<file path="src/rtl/spi_slave_rx.sv">
// spi_slave_rx: mode-0 SPI slave receiver with synchronized cs/sclk/mosi and word/frame strobes.
// Define SPI_SLAVE_RX_MISO_EN to add the tx_din/tx_load/miso transmit path.
module spi_slave_rx #(
   parameter int DATA_WIDTH  = 8,
   parameter int SYNC_STAGES = 2
) (
   input  logic                  clk,
   input  logic                  rst,
   input  logic                  cs,
   input  logic                  sclk,
   input  logic                  mosi,
   output logic [DATA_WIDTH-1:0] dout,
   output logic                  dout_valid,
   output logic                  frame_err,
   output logic                  busy
`ifdef SPI_SLAVE_RX_MISO_EN
   ,
   input  logic [DATA_WIDTH-1:0] tx_din,
   input  logic                  tx_load,
   output logic                  miso
`endif
);
   localparam int CW = $clog2(DATA_WIDTH);
   typedef enum logic {IDLE, ACTIVE} state_t;
   state_t                  state, state_n;
   logic [SYNC_STAGES-1:0]  cs_sync, sclk_sync, mosi_sync;
   logic                    sclk_d, cs_s, sclk_s, mosi_s, rise, wrap;
   logic [CW-1:0]           cnt, cnt_n;
   logic [DATA_WIDTH-1:0]   shift, shift_n, dout_n;
   logic                    valid_n, ferr_n;
   assign cs_s   = cs_sync[SYNC_STAGES-1];
   assign sclk_s = sclk_sync[SYNC_STAGES-1];
   assign mosi_s = mosi_sync[SYNC_STAGES-1];
   assign rise   = sclk_s & ~sclk_d;
   assign wrap   = rise && cnt == CW'(DATA_WIDTH-1);
   assign busy   = state == ACTIVE;
   always_ff @(posedge clk or negedge rst) begin
      if (!rst) begin
         cs_sync   <= '1;
         sclk_sync <= '0;
         mosi_sync <= '0;
         sclk_d    <= 1'b0;
      end else begin
         cs_sync   <= {cs_sync[SYNC_STAGES-2:0], cs};
         sclk_sync <= {sclk_sync[SYNC_STAGES-2:0], sclk};
         mosi_sync <= {mosi_sync[SYNC_STAGES-2:0], mosi};
         sclk_d    <= sclk_s;
      end
   end
   always_ff @(posedge clk or negedge rst) begin
      if (!rst) begin
         state      <= IDLE;
         cnt        <= '0;
         shift      <= '0;
         dout       <= '0;
         dout_valid <= 1'b0;
         frame_err  <= 1'b0;
      end else begin
         state      <= state_n;
         cnt        <= cnt_n;
         shift      <= shift_n;
         dout       <= dout_n;
         dout_valid <= valid_n;
         frame_err  <= ferr_n;
      end
   end
   // a final edge coinciding with cs release completes the word before the frame check
   always_comb begin
      state_n = state;
      cnt_n   = cnt;
      shift_n = shift;
      dout_n  = dout;
      valid_n = 1'b0;
      ferr_n  = 1'b0;
      if (state == IDLE) begin
         if (!cs_s) begin
            state_n = ACTIVE;
            cnt_n   = '0;
            shift_n = '0;
         end
      end else begin
         if (rise) begin
            shift_n = {shift[DATA_WIDTH-2:0], mosi_s};
            cnt_n   = wrap ? '0 : cnt + CW'(1);
            dout_n  = wrap ? shift_n : dout;
            valid_n = wrap;
         end
         if (cs_s) begin
            state_n = IDLE;
            ferr_n  = cnt_n != '0;
         end
      end
   end
`ifdef SPI_SLAVE_RX_MISO_EN
   logic [DATA_WIDTH-1:0] tx_hold, tx_shift;
   logic                  fall, load_tx;
   assign fall    = ~sclk_s & sclk_d;
   assign load_tx = (state == IDLE && !cs_s) || (state == ACTIVE && wrap);
   assign miso    = busy & tx_shift[DATA_WIDTH-1];
   always_ff @(posedge clk or negedge rst) begin
      if (!rst) begin
         tx_hold  <= '0;
         tx_shift <= '0;
      end else begin
         if (tx_load) tx_hold <= tx_din;
         if (load_tx) tx_shift <= tx_hold;
         else if (busy && fall) tx_shift <= {tx_shift[DATA_WIDTH-2:0], 1'b0};
      end
   end
`endif
endmodule

</file>
<file path="config.mk">
export PLATFORM = sky130hd
export DESIGN_NAME = spi_slave_rx
export DESIGN_NICKNAME = d
export VERILOG_FILES = /design/src/rtl/spi_slave_rx.sv
export SDC_FILE = /design/constraint.sdc
export NUM_CORES = 1
export LEC_CHECK = 0
export ABC_AREA = 0
export ABC_CLOCK_PERIOD_IN_PS = 1700
export CAP_MARGIN = 5
export CORE_AREA = 2 2 48 50
export DETAILED_ROUTE_END_ITERATION = 6
export DIE_AREA = 0 0 50 52
export DONT_BUFFER_PORTS = 1
export GPL_TIMING_DRIVEN = 0
export PLACE_DENSITY_LB_ADDON = 0.15
export SETUP_SLACK_MARGIN = 0.4
export SYNTH_ARGS = -nofsm -noshare
export SYNTH_HDL_FRONTEND = slang
export SYNTH_SLANG_ARGS = --single-unit
</file>
<file path="constraint.sdc">
create_clock -name clk -period 1.7 [get_ports clk]
set_input_delay 0.255 -clock clk [delete_from_list [all_inputs] [get_ports clk]]
set_output_delay 0.255 -clock clk [all_outputs]
set_load 0.02 [all_outputs]
</file>
**Yosys cells after proc, flatten, opt, wreduce, memory -nomap -nowiden**

Index checks and enable logic that the tools add are counted.

- Flip-flop bits (word level): 28
- Latch bits: 0
- RAM bits: 0
- ROM bits: 0
- Input bits: 5
- Output and inout port bits: 11
- Word-level logic and storage cells: 33
- Memories kept: 0

- Add/sub/neg operators: 1
- Multiply operators: 0
- Div/mod/pow operators: 0
- Magnitude comparators: 0
- Eq/ne operators: 3
- Shifts and indexed selects: 0
- Multiplexer cells: 13
- Bitwise logic cells: 2
- Reductions and logical operators: 4

Operators by type and width:

| kind | count |
|---|---|
| $mux 7 | 3 |
| $mux 3 | 5 |
| $mux 1 | 5 |
| $add 3x1->3 const B | 1 |
| $eq 3x3->1 const B | 1 |
| $reduce_and 3->1 | 1 |
| $reduce_bool 3->1 | 1 |
| $ne 2x1->1 const B | 1 |
| $ne 2x2->1 const B | 1 |
| $reduce_and 2->1 | 1 |
| $and 1x1->1 | 1 |
| $logic_and 1x1->1 | 1 |
| $not 1->1 | 1 |

**Depth between registers and ports, before layout**

- Word-level depth: 9
- Depth in mapped cells: 5
- Mapped depth without buffers: 5

**Least setup slack after synthesis**

Ideal clock, no wire load.

- Path type: reg-to-reg
- From: register cnt[0]
- To: register cnt[2]
- Library setup time: 0.121 ns
- Data arrival time: 1.427 ns
- Data required time: 1.579 ns
- Path slack: 0.152 ns
- Cell stages (with the launch flop): 6
- Buffers on the path: 0
- Clock period less this slack: 1.548 ns
- Path through: dfrtp_1 > ha_1 > ha_1 > and2b_1 > mux2_4 > a22o_1

- Cells in the longest elaborated chain, start to end: 6
- Elaborated cells between the ends (all ways): 7
- Those cells by class: add/sub: 1; eq/ne: 1; mux: 4; reduce/logical: 1

RTL lines:

| element | line | text |
|---|---|---|
| start, declared | 28 | `logic [CW-1:0] cnt, cnt_n;` |
| start signal, assigned | 60 | `cnt <= cnt_n;` |
| branches (longest 2 deep; another with $add 3x1->3) | n/a |  |
| $mux 3 (*) | 84 | `cnt_n = wrap ? '0 : cnt + CW'(1);` |
| $mux 3 (*) | 82 | `if (rise) begin` |
| $mux 3 (*) (2 in a row) | 75 | `if (state == IDLE) begin` |

Mark *: on every way between the ends. The select of a mux whose other input is x is not followed.
A chain may end at the register's enable or synchronous reset.

**Worst setup path in the final report**

- From: register cnt[1]
- To: register cnt[2]

The elaborated chain is that of the path after synthesis.

==> metrics.yaml <==
flow_run:
  max_cap_viol_count: 0
critical_path:
  worstPathMaxFanout: 2
  cp_data_arrival_time_ps: 1740
  reg2reg_depth: 5
  r2r_slack_ps: 190
  start_kind: "register"
  criticalPathCategory: "register to register"
  endpoint_kind: "register"
  r2r-start: "cnt[1]"
  cp_data_required_time_ps: 1930
  r2r_end: "cnt[2]"
final_layout:
  area_delta_synth_final_pct: 27.0
  diodes: 0
  num-fill-cells: 132
  multi_input_comb_area_um2: 500
  final_nets: 110
  drive_gt1_frac: 0.412
  ff_latch_area_um2: 704
die:
  die_x_um: 50
  start_util: 0.553
  rows: 17
  core_area_um2: 2110
  pin_count: 16
  fp.dieArea_um2: 2600
  die_h_um: 52
yosys:
  synth_xor_area_frac: 0
  ys_warn_count: 0
  synthSimpleGateAreaFrac: 0.0730
  synth_fa_ha_area_frac: 0.0215
  synth_cell_type_count: 19
  syn_inst: 80
  synth_top_family_by_area: "multiplexers"
  ys_ff_latch: 28
  avgSynthCellArea_um2: 14.6
  synthesis.nets: 87
  synth_area_um2: 1160
  ys_seq_area_frac: 0.604
  synthMuxAreaShare: 0.226
  synth_compound_area_frac: 0.0408
status:
  status: "finished clean"
routing:
  wl_per_cell_um: 16.0
  viasPerCell: 5.30
  totalWireLength_um: 2080
  via_count: 689
  first_iter_violations: 9
  dr.pass1.iters: 4
  ant_nets: 0
  drcViolationCount: 0
clocking:
  cts_tree: "built"
  clk-insertion-delay-late_ps: 320
  tritoncts_num_sinks: 28
  htree_levels: 1
  clockBufferDepth: 2
  clk_pin_slew_worst_paths_ps: 150
  cts-buffers-inserted: 3
  cts_root_buffer: "clkbuf_4"
sta:
  fmax_mhz: 661
  max_slew.worst_pin.slew_ps: 263
  timing.slew.headroom: 0.824
  fin_worst_skew_ps: 7.03
  setup_viol: 0
  slew_violations: 0
  post-route-period-util: 0.890
  fin_crit_ps: 1510
  fin_ws_ps: 187
  setup_tns_ps: 0
  rsz0062_at_grt: "true"
  hold_violations: 0
worst_hold_path:
  holdCritPathClass: "primary input to async pin"
power_and_ir_drop:
  powerDensity_nw_per_um2: 811
  p_leak_uw: 0.000730
  ir_drop_uv: 504
placed_design:
  portBuffers: 0
  place.gp.congestion: 0.701
  pre_cts_ws_ps: 163
  post-dp-hpwl_um: 1210
global_route:
  overflow: 0
  grt_pass1_vias: 724
  grt.total_usage: 0.181
  grt_max_degree: 29
  antenna_found_initial: 0
  grt_pass1_wl_um: 3530
-- registers in the layout, indices dropped and copies added (netlist names) --
name        cells
busy            1
cnt             3
cs_sync         2
dout            8
dout_valid      1
frame_err       1
mosi_sync       2
sclk_d          1
sclk_sync       2
shift           7
-- per-stage QoR --
step                      area [um^2]  std cells  hold WS, ps  utilization  power, uW
after global routing             1480        130          371        0.702       1250
after global placement           1240        108        -40.1        0.591        817
after floorplan                  1210         80        -40.6            -        803
final                            1480        130          349        0.702       1200
after CTS                        1440        128          346        0.683       1190
after detailed placement         1240        108        -40.0        0.591        824
-- cell usage after synthesis --
| cell type | number | share of area |
|---|---|---|
| a211oi_1 | 1 | 0.0064 |
| a21oi_1 | 1 | 0.0043 |
| a22o_1 | 4 | 0.030 |
| and2b_1 | 1 | 0.0064 |
| buf_12 | 1 | 0.017 |
| buf_2 | 2 | 0.0086 |
| dfrtp_1 | 26 | 0.56 |
| dfstp_2 | 2 | 0.045 |
| ha_1 | 2 | 0.021 |
| inv_1 | 3 | 0.0097 |
| mux2_2 | 10 | 0.097 |
| mux2_4 | 2 | 0.026 |
| mux2i_1 | 12 | 0.10 |
| nand2_1 | 7 | 0.023 |
| nand2b_1 | 1 | 0.0054 |
| nand3_4 | 1 | 0.015 |
| nor2_1 | 2 | 0.0064 |
| nor2b_4 | 1 | 0.012 |
| nor4_1 | 1 | 0.0054 |
-- report_power, final --
group	switching [uW]	internal (uW)	total [uW]
clock network	187	131	318
registers	26.1	694	720
logic	74.7	86.8	162
-- metal layers --
metal | up-vias | track usage | routed length, um
met1 | 342 | 0.231 | 917
met4 | 0 | 0.0648 | 11
met2 | 18 | 0.307 | 1080
li1 | 327 | - | -
met3 | 2 | 0.0345 | 72
met5 | - | 0 | 0
-- logic make-up after synthesis --
| kind of cell | Yosys count |
|---|---|
| fa+ha+maj | 2 |
| compound gates | 6 |
| mux | 24 |
| buf+inv | 6 |
| flops | 28 |
| simple gates | 14 |
-- repair_timing --
item / CTS / global route
buffers inserted: 10 / 2
gates cloned: 1 / 0
pin swaps: 1 / 1
endpoints found under the setup margin: 13 / 20
gates resized for setup: 3 / 7
hold buffers: 5 / 0
hold endpoints to repair: 31 / 0
-- layout make-up --
type | instances | area share
Buffer | 3 | 0.0203
Clock buffer | 4 | 0.0245
Inverter | 3 | 0.00761
Multi-Input combinational cell | 47 | 0.338
Sequential cell | 28 | 0.476
Tap cell | 28 | 0.0237
Timing Repair Buffer | 17 | 0.109
-- layout by cell type (no fill, tap or decap), types with 2 or more instances in the layout --
master / netlist / layout
mux2i_1: 12 / 12
nand2_1: 7 / 7
inv_1: 3 / 3
dfrtp_1: 26 / 25
clkbuf_4: 0 / 3
buf_6: 0 / 3
dfstp_2: 2 / 2
buf_4: 0 / 9
nand3_4: 1 / 2
buf_12: 1 / 2
a22o_1: 4 / 4
mux2_4: 2 / 12
buf_2: 2 / 2
dlygate4sd3_1: 0 / 4
-- worst max path at each step --
| stage | start | endpoint | slack (ps) | depth (start not counted) |
|---|---|---|---|---|
| final | cnt[1] | cnt[2] | 190 | 5 |
| after global routing | cnt[0] | cnt[2] | 160 | 5 |
| after CTS | cnt[1] | cnt[2] | 190 | 5 |
| after detailed placement | cnt[0] | cnt[2] | 160 | 5 |
| after global placement | cnt[0] | cnt[2] | 200 | 5 |
| after floorplan | cnt[0] | cnt[2] | 230 | 5 |
-- worst max-delay path, stage by stage (launching register included) --
cell and delay [ps]:
dfrtp_1 430, ha_2 210, ha_4 210, and2b_1 150, mux2_4 250, a22o_1 180
(Power assumes the default switching activity.)
